## src/rtl/dmem_arbiter.sv

```systemverilog
// rtl/dmem_arbiter.sv - round-robin arbiter sharing one single-port DMEM between processor and debug ports
//
// Ports:
//   clk, reset                      clock, synchronous active-high reset
//   p_req/p_we/p_addr/p_wdata/p_wstrb  processor request (held until p_gnt)
//   p_gnt, p_rvalid, p_err, p_rdata    processor grant and one-cycle-later response
//   d_*                             debug/loader port, same meaning as p_*
//   d_lock, d_locked                debug exclusive-ownership request / active indication
//   m_en/m_we/m_addr/m_wdata/m_rdata   single-port synchronous memory (rdata one cycle after m_en)
//   conflicts                       saturating count of cycles with both ports requesting
module dmem_arbiter #(
    parameter int DMEM_SIZE_IN_BYTES = 1024,
    localparam int AW = $clog2(DMEM_SIZE_IN_BYTES / 4)
) (
    input  logic          clk,
    input  logic          reset,
    input  logic          p_req,
    input  logic          p_we,
    input  logic [31:0]   p_addr,
    input  logic [31:0]   p_wdata,
    input  logic [3:0]    p_wstrb,
    output logic          p_gnt,
    output logic          p_rvalid,
    output logic          p_err,
    output logic [31:0]   p_rdata,
    input  logic          d_req,
    input  logic          d_we,
    input  logic [31:0]   d_addr,
    input  logic [31:0]   d_wdata,
    input  logic [3:0]    d_wstrb,
    output logic          d_gnt,
    output logic          d_rvalid,
    output logic          d_err,
    output logic [31:0]   d_rdata,
    input  logic          d_lock,
    output logic          d_locked,
    output logic          m_en,
    output logic [3:0]    m_we,
    output logic [AW-1:0] m_addr,
    output logic [31:0]   m_wdata,
    input  logic [31:0]   m_rdata,
    output logic [15:0]   conflicts
);

    typedef enum logic {ARB, LOCK} state_t;

    state_t      state;
    state_t      state_next;
    logic        last_dbg;   // 1: debug was granted most recently
    logic        pending;    // a response is due this cycle
    logic        owner_dbg;  // port owning the pending response
    logic        pend_err;
    logic        pend_rd;
    logic [31:0] p_hold;
    logic [31:0] d_hold;

    logic        any_gnt;
    logic        sel_we;
    logic [31:0] sel_addr;
    logic [31:0] sel_wdata;
    logic [3:0]  sel_wstrb;
    logic        in_range;
    logic [31:0] resp_data;

    always_comb begin
        state_next = state;
        p_gnt      = 1'b0;
        d_gnt      = 1'b0;
        case (state)
            ARB: begin
                if (d_lock) begin
                    // lock request blocks the processor in the same cycle
                    d_gnt      = d_req;
                    state_next = LOCK;
                end else if (p_req && d_req) begin
                    if (last_dbg) p_gnt = 1'b1;
                    else          d_gnt = 1'b1;
                end else begin
                    p_gnt = p_req;
                    d_gnt = d_req;
                end
            end
            LOCK: begin
                d_gnt = d_req;
                if (!d_lock) state_next = ARB;
            end
            default: state_next = ARB;
        endcase
        if (reset) begin
            p_gnt = 1'b0;
            d_gnt = 1'b0;
        end
    end

    assign any_gnt   = p_gnt | d_gnt;
    assign sel_we    = d_gnt ? d_we    : p_we;
    assign sel_addr  = d_gnt ? d_addr  : p_addr;
    assign sel_wdata = d_gnt ? d_wdata : p_wdata;
    assign sel_wstrb = d_gnt ? d_wstrb : p_wstrb;
    assign in_range  = sel_addr < 32'(DMEM_SIZE_IN_BYTES);

    assign m_en    = any_gnt & in_range;
    assign m_we    = (m_en && sel_we) ? sel_wstrb : 4'b0000;
    assign m_addr  = sel_addr[AW+1:2];
    assign m_wdata = sel_wdata;

    // Responses are masked while reset is high so a grant made just before
    // reset never produces a visible rvalid.
    assign p_rvalid  = pending & ~owner_dbg & ~reset;
    assign d_rvalid  = pending &  owner_dbg & ~reset;
    assign p_err     = p_rvalid & pend_err;
    assign d_err     = d_rvalid & pend_err;
    assign resp_data = (pend_err || !pend_rd) ? 32'h0 : m_rdata;
    assign p_rdata   = p_rvalid ? resp_data : p_hold;
    assign d_rdata   = d_rvalid ? resp_data : d_hold;
    assign d_locked  = (state == LOCK);

    always_ff @(posedge clk) begin
        if (reset) begin
            state     <= ARB;
            last_dbg  <= 1'b1;
            pending   <= 1'b0;
            owner_dbg <= 1'b0;
            pend_err  <= 1'b0;
            pend_rd   <= 1'b0;
            p_hold    <= 32'h0;
            d_hold    <= 32'h0;
            conflicts <= 16'h0;
        end else begin
            state     <= state_next;
            pending   <= any_gnt;
            owner_dbg <= d_gnt;
            pend_err  <= any_gnt & ~in_range;
            pend_rd   <= ~sel_we;
            if (any_gnt) last_dbg <= d_gnt;
            if (state == LOCK && !d_lock) last_dbg <= 1'b1;
            if (p_rvalid) p_hold <= resp_data;
            if (d_rvalid) d_hold <= resp_data;
            // with both requesting, at most one grant means one is refused
            if (p_req && d_req && conflicts != 16'hFFFF) conflicts <= conflicts + 16'd1;
        end
    end

endmodule

```

## config.mk

```make
export PLATFORM = sky130hd
export DESIGN_NAME = dmem_arbiter
export DESIGN_NICKNAME = d
export VERILOG_FILES = /design/src/rtl/dmem_arbiter.sv
export SDC_FILE = /design/constraint.sdc
export NUM_CORES = 1
export LEC_CHECK = 0
export BUFFER_PORTS_ARGS = -buffer_cell sky130_fd_sc_hd__buf_2
export CAP_MARGIN = 20
export CORE_AREA = 2 2 118 120
export DETAILED_ROUTE_END_ITERATION = 16
export DIE_AREA = 0 0 120 122
export GPL_TIMING_DRIVEN = 0
export PLACE_DENSITY = 0.67
export SYNTH_ARGS = -nofsm -noshare
export SYNTH_HDL_FRONTEND = slang
export SYNTH_SLANG_ARGS = --single-unit
export TNS_END_PERCENT = 100
```

## constraint.sdc

```tcl
create_clock -name clk -period 2.5 [get_ports clk]
set_clock_uncertainty 0.15 [all_clocks]
set_input_delay 0.25 -clock clk [delete_from_list [all_inputs] [get_ports clk]]
set_output_delay 0.25 -clock clk [all_outputs]
set_load 0.01 [all_outputs]
```

==> results.sh <==
export IMPL_status="completed"
export IMPL_die_y_um=122
export IMPL_cp_start_kind="flip-flop"
export IMPL_clk_latency_ps=330
export IMPL_leakagePower_nw=3.13
export IMPL_end_kind="output port"
export IMPL_cp_required_ps=2100
export IMPL_fmax_mhz=408
export IMPL_async_reset_ff_share_pct=0
export IMPL_firstDrtPassIters=4
export IMPL_synth_distinct_cells=50
export IMPL_crit_arrival_ps=2050
export IMPL_area_growth_pct=48.9
export IMPL_grt_max_degree=16
export IMPL_clockBufferDepth=2
export IMPL_port_buffers=301
export IMPL_synth_fp_nets=689
export IMPL_final_antenna_net_count=0
export IMPL_slew_headroom_pct=52.5
export IMPL_fp_row_count=43
export IMPL_finalHoldWorstSlack_ps=48.7
export IMPL_tightest_slew_ps=711
export IMPL_cp_max_fo=4
export IMPL_clk_pin_slew_ps=60
export IMPL_critical_path_class="flip-flop to output port"
export IMPL_yosysTopAreaCell="dfxtp_1"
export IMPL_fin_crit_sh_pct=97.9
export IMPL_dr_total_vias=4855
export IMPL_p_per_area_mw_per_mm2=484
export IMPL_yosysTopAreaCellShare_pct=39.0
export IMPL_hold_path_class="input pin to flip-flop"
export IMPL_drive_above_1_share_pct=50.1
export IMPL_grt_setup_unrepaired="true"
export IMPL_ys_seq_area_share_pct=39.0
export IMPL_grtUsageTotal_pct=20.6
export IMPL_start_util_pct=32.7
export IMPL_h_tree_depth=3
export IMPL_cts_tree="yes"
export IMPL_synth_area_leaders="dfxtp_1, mux2_2, nand2_1, nor2b_1, o21ai_1"
export IMPL_synthMostInstantiatedCell="nand2_1"
export IMPL_drcViolationCount=0
export IMPL_hold_viol_final=0
export IMPL_syn_cell_area_mm2=0.00441
export IMPL_syn_area_per_cell_um2=8.60
export IMPL_synth_cells=513
export IMPL_slew_viol_final=0
export IMPL_ios=307
export IMPL_coreArea_mm2=0.0135
export IMPL_antenna_found_initial=3
export IMPL_synth_common_cells="nand2_1, dfxtp_1, nor2b_1, mux2_2, o21ai_1"
export IMPL_max_cap_violations=0
export IMPL_n_fill_cell=1384
export IMPL_first_iter_violations=186
export IMPL_grt_pass1_vias=4654
export IMPL_gp_congestion=0.833
export IMPL_final_min_clock_period_ps=2450
export IMPL_die_w_um=120
export IMPL_overflow=0
export IMPL_dieArea_mm2=0.0146
export IMPL_final_nets=1009
export IMPL_setup_viol=0
export IMPL_dp_hpwl_um=12700
export IMPL_cts_made_buffers=9
export IMPL_grt_pass1_wl_um=23700
export IMPL_clockRootBuffer="clkbuf_16"
export IMPL_dpl_cell_area_mm2=0.00615
export IMPL_synth_edf_count=0
export IMPL_wirelength_um=15700
export IMPL_via_per_inst=4.76
export IMPL_detail_route_wl_per_cell_um=15.4
export IMPL_cts_sinks=86
export IMPL_ir_drop_v=0.000286
export IMPL_final_cell_area_mm2=0.00657
export IMPL_ys_flop_type="dfxtp_1"
export IMPL_synth_seq_cells=86
export IMPL_yosys_warnings=0
-- registers in the layout (all words and copies together), names as in the netlist --
signal,cells
pend_err,1
p_hold,32
last_dbg,1
d_locked,1
pending,1
d_hold,32
pend_rd,1
conflicts,16
owner_dbg,1
-- final timing paths --
kind | endpoint | startpoint | cells after the start | slack, ps
max | m_we[0] | d_locked | 7 | 50
max reg2reg | conflicts[11] | conflicts[0] | 5 | 640
min reg2reg | conflicts[13] | conflicts[13] | 2 | 380
min | d_locked | d_lock | 3 | 50
-- report_power, final --
group | switching [mW] | internal, mW
clock network | 0.557 | 0.735
logic | 0.250 | 0.250
registers | 0.00744 | 1.38
-- layer usage --
layer / wire length (µm) / global-route usage [%] / part of all wire, % / up-vias
li1: - / - / - / 2423
met1: 6400 / 24.0 / 41 / 2231
met2: 8110 / 37.7 / 52 / 178
met3: 978 / 4.40 / 6.2 / 21
met4: 225 / 6.03 / 1.4 / 2
met5: 13 / 0 / 0.083 / -
-- cell families after synthesis --
group | after synthesis | share of synthesized area (%)
compound gates | 99 | 13.5
fa+ha+maj | 1 | 0.283
buf+inv | 39 | 4.45
flops | 86 | 39.0
mux | 46 | 11.6
simple gates | 242 | 31.1
-- per-stage QoR --
| step | instances | utilization, % | total power [mW] | setup slack, ps | setup TNS, ps |
|---|---|---|---|---|---|
| floorplan | 513 | - | 1.65 | 611 | 0 |
| global placement | 994 | 45.5 | 1.91 | -11.5 | -11.5 |
| detailed placement | 994 | 45.5 | 1.91 | -27.5 | -27.5 |
| CTS | 1014 | 48.1 | 3.21 | -10.5 | -10.5 |
| global route | 1019 | 48.7 | 3.31 | -41.5 | -43.2 |
| finish | 1019 | 48.7 | 3.18 | 51.4 | 0 |
-- critical path, cell delays in order (launching register included) --
cell	delay [ps]
dfxtp_4	350
nor4bb_4	340
nor3b_2	120
buf_4	150
nand4b_1	170
buf_6	160
a211oi_4	260
buf_2	170
-- layout by cell type, fill, tap and decap left out, types with 4 or more instances in the layout --
cell type	synthesis	layout
clkbuf_16	0	9
buf_6	3	6
inv_1	4	4
a21oi_1	13	13
or3_1	5	5
nor2_1	8	8
nor2b_1	52	52
nand4_1	4	4
or4_1	4	4
nand3_1	4	4
o21ai_1	40	40
buf_4	4	8
o31ai_1	4	4
o21ai_0	14	14
mux2_2	40	40
nor3_1	5	5
dfxtp_1	86	85
clkbuf_4	0	4
clkbuf_1	15	12
buf_2	10	308
nor4_1	10	10
and2b_1	17	17
o21ai_2	17	17
nand2_1	102	102
-- area by class of cell --
class	instances	area, µm²	area share [%]
antenna	1	2.50	0.0381
buffer	35	199	3.03
clock buffer	11	253	3.85
clock inverter	5	38.8	0.590
inverter	4	15.0	0.228
multi-input combinational	388	2540	38.6
sequential	86	1730	26.3
tap	180	225	3.43
timing repair buffer	309	1580	24.0
-- repair_timing --
item                                    4_1_cts  5_1_grt
hold buffers                                  1        0
endpoints found under the setup margin       11       60
pin swaps                                     4        4
setup buffers                                 3        4
gates resized for setup                       6       15
hold endpoints to repair                      1        0
No activity file was read; power rests on OpenSTA's default activity.
